File: config.mk
export PLATFORM = sky130hd
export DESIGN_NAME = hazard_scoreboard
export DESIGN_NICKNAME = d
export VERILOG_FILES = /design/src/rtl/hazard_scoreboard.sv
export SDC_FILE = /design/constraint.sdc
export NUM_CORES = 1
export LEC_CHECK = 0
export BUFFER_PORTS_ARGS = -buffer_cell sky130_fd_sc_hd__buf_2
export CAP_MARGIN = 20
export CORE_UTILIZATION = 60
export DETAILED_ROUTE_END_ITERATION = 10
export PLACE_DENSITY = 0.85
export SETUP_SLACK_MARGIN = 0.5
export SYNTH_ARGS = -nofsm -noshare
export SYNTH_HDL_FRONTEND = slang
export SYNTH_SLANG_ARGS = --single-unit
File: constraint.sdc
create_clock -name clk -period 3.38 [get_ports clk]
set_input_delay 0.338 -clock clk [delete_from_list [all_inputs] [get_ports clk]]
set_output_delay 0.338 -clock clk [all_outputs]
set_load 0.05 [all_outputs]
File: src/rtl/hazard_scoreboard.sv
`default_nettype none
// ============================================================================
//  Module   : hazard_scoreboard
//  Purpose  : Per-register latency countdown that stalls ID on pending sources
//  Revision : 1.0
// ============================================================================
module hazard_scoreboard #(
   parameter int NUM_REGS = 32,
   parameter int REG_AW   = 5,
   parameter int NUM_SRC  = 2,
   parameter int CNT_W    = 2,
   parameter int MAX_LAT  = 3,
   parameter int STAT_W   = 16
) (
   input  logic                      clk,
   input  logic                      rst_n,
   input  logic                      issue_valid,
   input  logic                      issue_we,
   input  logic [REG_AW-1:0]         issue_wreg,
   input  logic [CNT_W-1:0]          issue_lat,
   input  logic [NUM_SRC-1:0]        src_valid,
   input  logic [NUM_SRC*REG_AW-1:0] src_reg,
   input  logic                      flush,
   output logic                      stall,
   output logic                      pc_if_id_write,
   output logic                      bubble,
   output logic                      issue_ack,
   output logic [NUM_REGS-1:0]       busy_mask,
   output logic [STAT_W-1:0]         stall_cycles
);

   localparam logic [CNT_W-1:0] C_MAX_LAT = CNT_W'(MAX_LAT);

   logic [CNT_W-1:0]   w_cnt [NUM_REGS];
   logic [NUM_SRC-1:0] w_hit;
   logic [CNT_W-1:0]   w_lat_c;
   logic [STAT_W-1:0]  r_stat;

   assign w_lat_c = (issue_lat > C_MAX_LAT) ? C_MAX_LAT : issue_lat;

   // Register 0 is hardwired zero: never busy, never written.
   assign w_cnt[0]     = '0;
   assign busy_mask[0] = 1'b0;

   generate
      for (genvar r = 1; r < NUM_REGS; r++) begin : g_reg
         logic [CNT_W-1:0] r_cnt;
         logic [CNT_W-1:0] w_dec;
         logic             w_set;

         assign w_dec = (r_cnt != '0) ? r_cnt - CNT_W'(1) : '0;
         assign w_set = issue_ack & issue_we & (issue_wreg == REG_AW'(r))
                        & (w_lat_c != '0);

         // Taking the max keeps an older, slower producer from being shortened.
         always_ff @(posedge clk or negedge rst_n) begin
            if (!rst_n)
               r_cnt <= '0;
            else if (w_set)
               r_cnt <= (w_lat_c > w_dec) ? w_lat_c : w_dec;
            else
               r_cnt <= w_dec;
         end

         assign w_cnt[r]     = r_cnt;
         assign busy_mask[r] = (r_cnt != '0);
      end
   endgenerate

   generate
      for (genvar i = 0; i < NUM_SRC; i++) begin : g_src
         logic [REG_AW-1:0] w_sreg;
         logic              w_busy;

         assign w_sreg = src_reg[i*REG_AW +: REG_AW];

         // Decoded lookup avoids indexing past NUM_REGS for wide addresses.
         always_comb begin
            w_busy = 1'b0;
            for (int r = 0; r < NUM_REGS; r++) begin
               if (w_sreg == REG_AW'(r))
                  w_busy = busy_mask[r];
            end
         end

         assign w_hit[i] = src_valid[i] & w_busy;
      end
   endgenerate

   assign stall          = |w_hit;
   assign pc_if_id_write = ~stall;
   assign bubble         = stall | flush;
   assign issue_ack      = issue_valid & ~stall & ~flush;

   always_ff @(posedge clk or negedge rst_n) begin
      if (!rst_n)
         r_stat <= '0;
      else if (stall && (r_stat != '1))
         r_stat <= r_stat + STAT_W'(1);
   end

   assign stall_cycles = r_stat;

endmodule
`default_nettype wire
Yosys cells after proc, flatten, opt, wreduce, memory -nomap -nowiden
Cells that the tools add are included.
Widths: inputs -> output; s select.
{"block": "op_classes", "n_addsub": 32, "mul": 0, "div": 0, "magnitude_cmp": 32, "eq_ne": 94, "shifts": 0, "muxes": 156, "n_bitwise": 70, "reduce_logical": 34}
{"operator": "$eq 5x5->1 const B", "n": 48}
{"operator": "$mux 2", "n": 94}
{"operator": "$eq 5x4->1 const B", "n": 24}
{"operator": "$and 1x1->1", "n": 67}
{"operator": "$reduce_bool 2->1", "n": 32}
{"operator": "$gt 2x2->1", "n": 31}
{"operator": "$mux 1", "n": 62}
{"operator": "$sub 2x1->2 const B", "n": 31}
{"operator": "$eq 5x3->1 const B", "n": 12}
{"operator": "$eq 5x2->1 const B", "n": 6}
{"operator": "$add 16x1->16 const B", "n": 1}
{"operator": "$ne 16x16->1 const B", "n": 1}
{"operator": "$eq 5x1->1 const B", "n": 3}
{"operator": "$gt 2x2->1 const B", "n": 1}
{"operator": "$not 1->1", "n": 2}
{"operator": "$reduce_or 2->1", "n": 1}
{"operator": "$logic_and 1x1->1", "n": 1}
{"operator": "$or 1x1->1", "n": 1}
{"block": "totals", "ff_bits": 78, "latch_bits": 0, "ram_bits": 0, "romBits": 0, "in_bits": 24, "out_inout_bits": 52, "elab_cells": 450, "memories": 0}

Depth between registers and ports, before layout
{"block": "logic_depth", "ltp_word": 41, "ltp_mapped": 13, "ltp_nobuf": 9}

Worst setup path before layout
OpenSTA, ideal clock, no wires.
{"block": "synth_path", "kind": "reg2out", "from": "reg g_reg[11].r_cnt[1]", "to": "out bubble", "t_arrival_ns": 3.164, "required_time_ns": 3.042, "setup_slack_ns": -0.122, "path_stages_with_launch": 12, "n_path_buf": 3, "cell_sequence": "dfrtp_1 or2_1 a22o_1 o311ai_2 a21oi_1 a211oi_1 o211ai_2 buf_4 buf_6 buf_2 inv_1 nand2_1"}
{"block": "synth_via", "elab_chain_len": 25, "elab_cells_between_ends": 47, "cone_classes": "mux (42); bitwise (3); reduce/logical (2)"}
{"item": "start: declaration", "line_no": "47", "rtl": "logic [CNT_W-1:0] r_cnt;"}
{"item": "start signal: assignment", "line_no": "60", "rtl": "r_cnt <= (w_lat_c > w_dec) ? w_lat_c : w_dec;"}
{"item": "start signal: assignment", "line_no": "62", "rtl": "r_cnt <= w_dec;"}
{"item": "$reduce_bool 2->1 (*)", "line_no": "66", "rtl": "assign busy_mask[r] = (r_cnt != '0);"}
{"item": "via busy_mask[11]", "line_no": "28", "rtl": "output logic [NUM_REGS-1:0] busy_mask,"}
{"item": "$mux 1 (21 in series)", "line_no": "81", "rtl": "if (w_sreg == REG_AW'(r))"}
{"item": "$and 1x1->1", "line_no": "86", "rtl": "assign w_hit[i] = src_valid[i] & w_busy;"}
{"item": "$reduce_or 2->1 (*)", "line_no": "90", "rtl": "assign stall = |w_hit;"}
{"item": "via stall", "line_no": "24", "rtl": "output logic stall,"}
{"item": "$or 1x1->1 (*)", "line_no": "92", "rtl": "assign bubble = stall | flush;"}
{"item": "end: declaration", "line_no": "26", "rtl": "output logic bubble,"}
The timed path passes the listed nets; every way through them passes the cells marked *.

Worst setup path after layout
{"block": "layout_path", "from": "reg g_reg[9].r_cnt[1]", "to": "reg g_reg[18].r_cnt[0]"}
{"block": "layout_via", "elab_chain_len": 33, "elab_cells_between_ends": 57, "cone_classes": "mux (47); bitwise (8); reduce/logical (2)"}
{"item": "start: declaration", "line_no": "47"}
{"item": "start signal: assignment", "line_no": "60"}
{"item": "start signal: assignment", "line_no": "62"}
{"item": "$reduce_bool 2->1 (*)", "line_no": "66"}
{"item": "$mux 1 (23 in series)", "line_no": "81"}
{"item": "$and 1x1->1", "line_no": "86"}
{"item": "$reduce_or 2->1 (*)", "line_no": "90"}
{"item": "$not 1->1 (*)", "line_no": "93", "rtl": "assign issue_ack = issue_valid & ~stall & ~flush;"}
{"item": "$and 1x1->1 (*) (2 in series)", "line_no": "93"}
{"item": "$and 1x1->1 (*) (2 in series)", "line_no": "52", "rtl": "assign w_set = issue_ack & issue_we & (issue_wreg == REG_AW'(r))"}
{"item": "$and 1x1->1 (*)", "line_no": "53", "rtl": "& (w_lat_c != '0);"}
{"item": "$mux 2 (*)", "line_no": "59", "rtl": "else if (w_set)"}
{"item": "end signal: assignment", "line_no": "60"}
{"item": "end signal: assignment", "line_no": "62"}
{"item": "end: declaration", "line_no": "47"}
Every way passes the cells marked *; elsewhere a longest branch is shown, timed or not.
A chain may end at the register's enable or synchronous reset.

==> impl_summary.txt <==
----------------------------------------------------
[Run status]
  Result of the run ... completed

[Floorplanning]
  Core area ... 10900 sq um
  I/O pin count ... 76
  Initial Utilization ... 0.623
  Horizontal die dimension ... 109 um
  Overall die height ... 109 um
  Number of rows in the core area ... 38
  Area of the die ... 11800 sq um

[Logic synthesis]
  Synthesized area ... 6810 sq um
  Post-synth ARST share ... 1.00
  Number of synthesized register bits ... 78
  Sequential element share of the synthesized area ... 0.287
  Top area cells in the synthesized netlist ... sky130_fd_sc_hd__dfrtp_1 29%, sky130_fd_sc_hd__ha_1 17%, sky130_fd_sc_hd__mux2i_1 4.7%
  Syn Nets ... 890
  Area leader, netlist ... sky130_fd_sc_hd__dfrtp_1
  Yosys warning total ... 0
  Post-synthesis average cell area ... 8.82 sq um
  Ys flop type ... sky130_fd_sc_hd__dfrtp_1
  Area fraction of the dominant cell type after synthesis ... 0.287
  Syn Inst Count ... 772
  Number of flops mapped to enable cells by yosys ... 0
  Distinct cell type count after synthesis ... 61

[Timing]
  Number of failing setup endpoints in the final timing report ... 0
  Final worst path period need ... 3040 ps
  Final Hold Viols ... 0
  Worst-Margin Slew ... 1070 ps
  Tcrit/Tclk final ... 0.898
  Number of pins with negative max-slew slack in the final report ... 0
  Total Neg Setup Slack ... 0 ps
  FMAX ... 329 MHz
  RSZ-0062 raised after global routing ... yes
  Relative max-transition margin ... 0.284
  Setup skew after layout ... 12.5 ps

[GRT]
  Number of antenna violations at the first check in global routing ... 0
  Number of global-route vias before repair ... 6734
  Pin count of the biggest net entering global routing ... 79
  First-pass GRT wire length ... 35.5 mm
  Residual overflow from global routing ... 0
  Global-route usage over all layers ... 0.404

[Layout]
  Area taken by flip-flops and latches ... 1950 sq um
  Fraction of final layout cells with drive strength greater than 1 ... 0.269
  Post-layout net count ... 977
  Final antenna diode count ... 0
  Filler instances ... 647
  Post-route cell area ... 8550 sq um
  Multi-input gate area in the final layout ... 5110 sq um
  Area growth from synthesis to layout ... 25.5%
  Post-layout instance count excluding filler cells ... 1004

[Setup path]
  Crit path max fanout ... 7
  Critical path class ... flip-flop to flip-flop
  WP data arrival ... 3280 ps
  Type of origin of the critical path ... flip-flop
  Required time reported for the critical path endpoint ... 3620 ps
  Crit end category ... flip-flop

[Placement]
  Weighted congestion reported at the end of routability-driven placement ... 0.949
  Placed cell count ... 963
  Hpwl dp ... 14.1 mm
  # port buffers ... 74
  Placed cell areas ... 7360 sq um

[Route]
  DR WL/cell ... 24.3 um
  Iteration count of the initial detailed-routing pass ... 6
  Total vias in the final route ... 7023
  DRT antenna net count ... 0
  Initial DRC count ... 990
  Mean number of vias per cell ... 7.00
  DRC violation count after routing ... 0
  Final WL ... 24.4 mm

[Worst hold path]
  Type of the tightest min-delay check ... primary input to asynchronous set/reset pin

[Power]
  Combinational fraction of design power ... 0.290
  Cell area power density ... 337 nW/um^2
  Part of the total power dissipated in the clock network ... 0.351
  Internal ... 1.85 mW
  Switching Fraction ... 0.356
  Highest ir drop seen on vdd ... 0.643 mV
  Switching power ... 1.02 mW
  Reg power frac ... 0.359
  Pleak ... 3.92 nW

[Clock network]
  Max Root-Sink Buffers ... 2
  CTS buffer count ... 9
  Clk Latency, worst-skew pair ... 360 ps
  Master cell of the clock root buffer ... sky130_fd_sc_hd__clkbuf_16
  H-tree depth ... 3
  Sinks on the clock net ... 78
  Clock Pin Slew Worst Setup and Hold Paths ... 70 ps
  Clock tree from TritonCTS ... yes

[Flow run]
  Max-cap violations ... 0

----------------------------------------------------
==> synth_stat cells, types with 2 or more instances <==
cell / count
sky130_fd_sc_hd__a22o_1: 2
sky130_fd_sc_hd__nor4_1: 34
sky130_fd_sc_hd__o221ai_1: 12
sky130_fd_sc_hd__or2_1: 3
sky130_fd_sc_hd__a21oi_1: 13
sky130_fd_sc_hd__o21ai_0: 20
sky130_fd_sc_hd__mux2_2: 28
sky130_fd_sc_hd__a2bb2oi_1: 2
sky130_fd_sc_hd__and2_1: 5
sky130_fd_sc_hd__o31ai_1: 8
sky130_fd_sc_hd__nand3_1: 24
sky130_fd_sc_hd__xnor2_1: 10
sky130_fd_sc_hd__a22oi_1: 2
sky130_fd_sc_hd__nor3_1: 22
sky130_fd_sc_hd__and3_1: 3
sky130_fd_sc_hd__nor4b_1: 2
sky130_fd_sc_hd__nand2_1: 63
sky130_fd_sc_hd__or3_1: 6
sky130_fd_sc_hd__o32ai_1: 2
sky130_fd_sc_hd__clkbuf_1: 16
sky130_fd_sc_hd__o211ai_1: 4
sky130_fd_sc_hd__nand4_1: 7
sky130_fd_sc_hd__nor3b_1: 6
sky130_fd_sc_hd__or4_1: 7
sky130_fd_sc_hd__o22ai_1: 19
sky130_fd_sc_hd__o2111ai_1: 3
sky130_fd_sc_hd__dfrtp_1: 78
sky130_fd_sc_hd__or2_2: 24
sky130_fd_sc_hd__xor2_1: 4
sky130_fd_sc_hd__a211oi_1: 6
sky130_fd_sc_hd__buf_2: 14
sky130_fd_sc_hd__mux2i_1: 32
sky130_fd_sc_hd__nor4_2: 7
sky130_fd_sc_hd__inv_1: 47
sky130_fd_sc_hd__buf_4: 3
sky130_fd_sc_hd__nor2b_1: 42
sky130_fd_sc_hd__buf_1: 2
sky130_fd_sc_hd__a311oi_1: 2
sky130_fd_sc_hd__nor2_1: 61
sky130_fd_sc_hd__ha_1: 94
sky130_fd_sc_hd__nand2b_1: 13
==> per-layer routing <==
layer / global-route usage / wire (um) / up-vias
met5: 0 / 0 / -
met4: 0.287 / 1880 / 0
met3: 0.108 / 2670 / 180
met2: 0.627 / 11100 / 533
met1: 0.482 / 8680 / 3350
li1: - / - / 2960
==> flip-flops by register name, summed over array words and instances, names as in the netlist <==
register / count
g.r_cnt: 62
stall_cycles: 16
==> layout by cell type (no fill, tap or decap), types with 4 or more instances in the layout <==
| cell | n |
|---|---|
| sky130_fd_sc_hd__a211oi_1 | 5 |
| sky130_fd_sc_hd__a21oi_1 | 12 |
| sky130_fd_sc_hd__and2_1 | 5 |
| sky130_fd_sc_hd__buf_12 | 4 |
| sky130_fd_sc_hd__buf_2 | 70 |
| sky130_fd_sc_hd__buf_4 | 29 |
| sky130_fd_sc_hd__clkbuf_16 | 9 |
| sky130_fd_sc_hd__dfrtp_1 | 78 |
| sky130_fd_sc_hd__ha_1 | 94 |
| sky130_fd_sc_hd__inv_1 | 46 |
| sky130_fd_sc_hd__mux2_2 | 9 |
| sky130_fd_sc_hd__mux2_4 | 19 |
| sky130_fd_sc_hd__mux2i_1 | 32 |
| sky130_fd_sc_hd__nand2_1 | 62 |
| sky130_fd_sc_hd__nand2b_1 | 13 |
| sky130_fd_sc_hd__nand3_1 | 24 |
| sky130_fd_sc_hd__nand4_1 | 7 |
| sky130_fd_sc_hd__nor2_1 | 59 |
| sky130_fd_sc_hd__nor2b_1 | 42 |
| sky130_fd_sc_hd__nor3_1 | 19 |
| sky130_fd_sc_hd__nor3b_1 | 6 |
| sky130_fd_sc_hd__nor4_1 | 5 |
| sky130_fd_sc_hd__nor4_2 | 8 |
| sky130_fd_sc_hd__nor4_4 | 28 |
| sky130_fd_sc_hd__o211ai_1 | 4 |
| sky130_fd_sc_hd__o21ai_0 | 18 |
| sky130_fd_sc_hd__o221ai_1 | 12 |
| sky130_fd_sc_hd__o22ai_1 | 19 |
| sky130_fd_sc_hd__o31ai_1 | 8 |
| sky130_fd_sc_hd__or2_2 | 19 |
| sky130_fd_sc_hd__or2_4 | 8 |
| sky130_fd_sc_hd__or3_1 | 6 |
| sky130_fd_sc_hd__or4_1 | 7 |
| sky130_fd_sc_hd__xnor2_1 | 10 |
| sky130_fd_sc_hd__xor2_1 | 4 |
==> power by group through the flow <==
stage               sequential [mW]  clock (mW)  combinational, mW
detailed placement             1.05           0              0.651
floorplan                      1.19           0              0.317
finish                         1.03        1.01              0.834
CTS                            1.03        1.01              0.761
global placement               1.04           0              0.631
global route                   1.04        1.05              0.872
==> worst max-delay path: stages, from the launching register on <==
cell and delay, ps:
sky130_fd_sc_hd__dfrtp_1 400, sky130_fd_sc_hd__or2_4 300, sky130_fd_sc_hd__a22o_1 220, sky130_fd_sc_hd__o311ai_4 250, sky130_fd_sc_hd__nand4_1 190, sky130_fd_sc_hd__a211oi_4 330
sky130_fd_sc_hd__o211ai_4 150, sky130_fd_sc_hd__buf_12 190, sky130_fd_sc_hd__nor4_1 490, sky130_fd_sc_hd__mux2_2 410
==> path summary, 6_finish.rpt <==
path                       slack (ps)                  to              start  cells past startpoint
setup / recovery                  340  g_reg[18].r_cnt[0]  g_reg[9].r_cnt[1]                      9
hold / removal                    400    stall_cycles[12]              rst_n                      2
setup reg to reg                  340  g_reg[18].r_cnt[0]  g_reg[9].r_cnt[1]                      9
hold reg to reg                   490    stall_cycles[11]   stall_cycles[11]                      1
max in group asynchronous        2380  g_reg[20].r_cnt[1]              rst_n                      3
min in group clk                  490    stall_cycles[11]   stall_cycles[11]                      1
==> per-stage QoR <==
stage / hold WS (ps) / util / total power, mW / setup slack [ps]
finish: 402 / 0.782 / 2.88 / 343
global route: 420 / 0.782 / 2.96 / 312
CTS: 205 / 0.755 / 2.80 / 364
detailed placement: 479 / 0.673 / 1.70 / 150
global placement: 469 / 0.673 / 1.67 / 242
floorplan: 42.4 / - / 1.50 / 501
==> what timing repair did <==
| action | 4_1_cts | 5_1_grt |
|---|---|---|
| hold buffers | 0 | 1 |
| pin swaps | 34 | 20 |
| resized for setup | 72 | 28 |
| endpoints found under the setup margin | 48 | 63 |
| endpoints found under the hold margin | 0 | 16 |
| cloned | 2 | 0 |
| buffers inserted | 11 | 10 |
==> kinds of logic (layout without fill, tap and decap cells) <==
group | count (synthesis) | in the layout | synth area share
adders and majority gates | 94 | 94 | 0.173
muxes | 61 | 61 | 0.0966
xor gates and xnor gates | 14 | 14 | 0.0180
and+or+nand+nor | 330 | 330 | 0.259
AOI/OAI and AO/OA | 111 | 111 | 0.116
other | 1 | 1 | 0.000551
buffers and inverters | 83 | 175 | 0.0511
DFF | 78 | 78 | 0.287
==> cell type report <==
cell class / instances / share of cell area
Multi-Input combinational cell: 611 / 0.598
Sequential cell: 78 / 0.228
Clock buffer: 13 / 0.0304
Tap cell: 140 / 0.0205
Timing Repair Buffer: 112 / 0.0966
Clock inverter: 3 / 0.00498
Inverter: 47 / 0.0211
No activity file was read; power rests on OpenSTA's default activity.
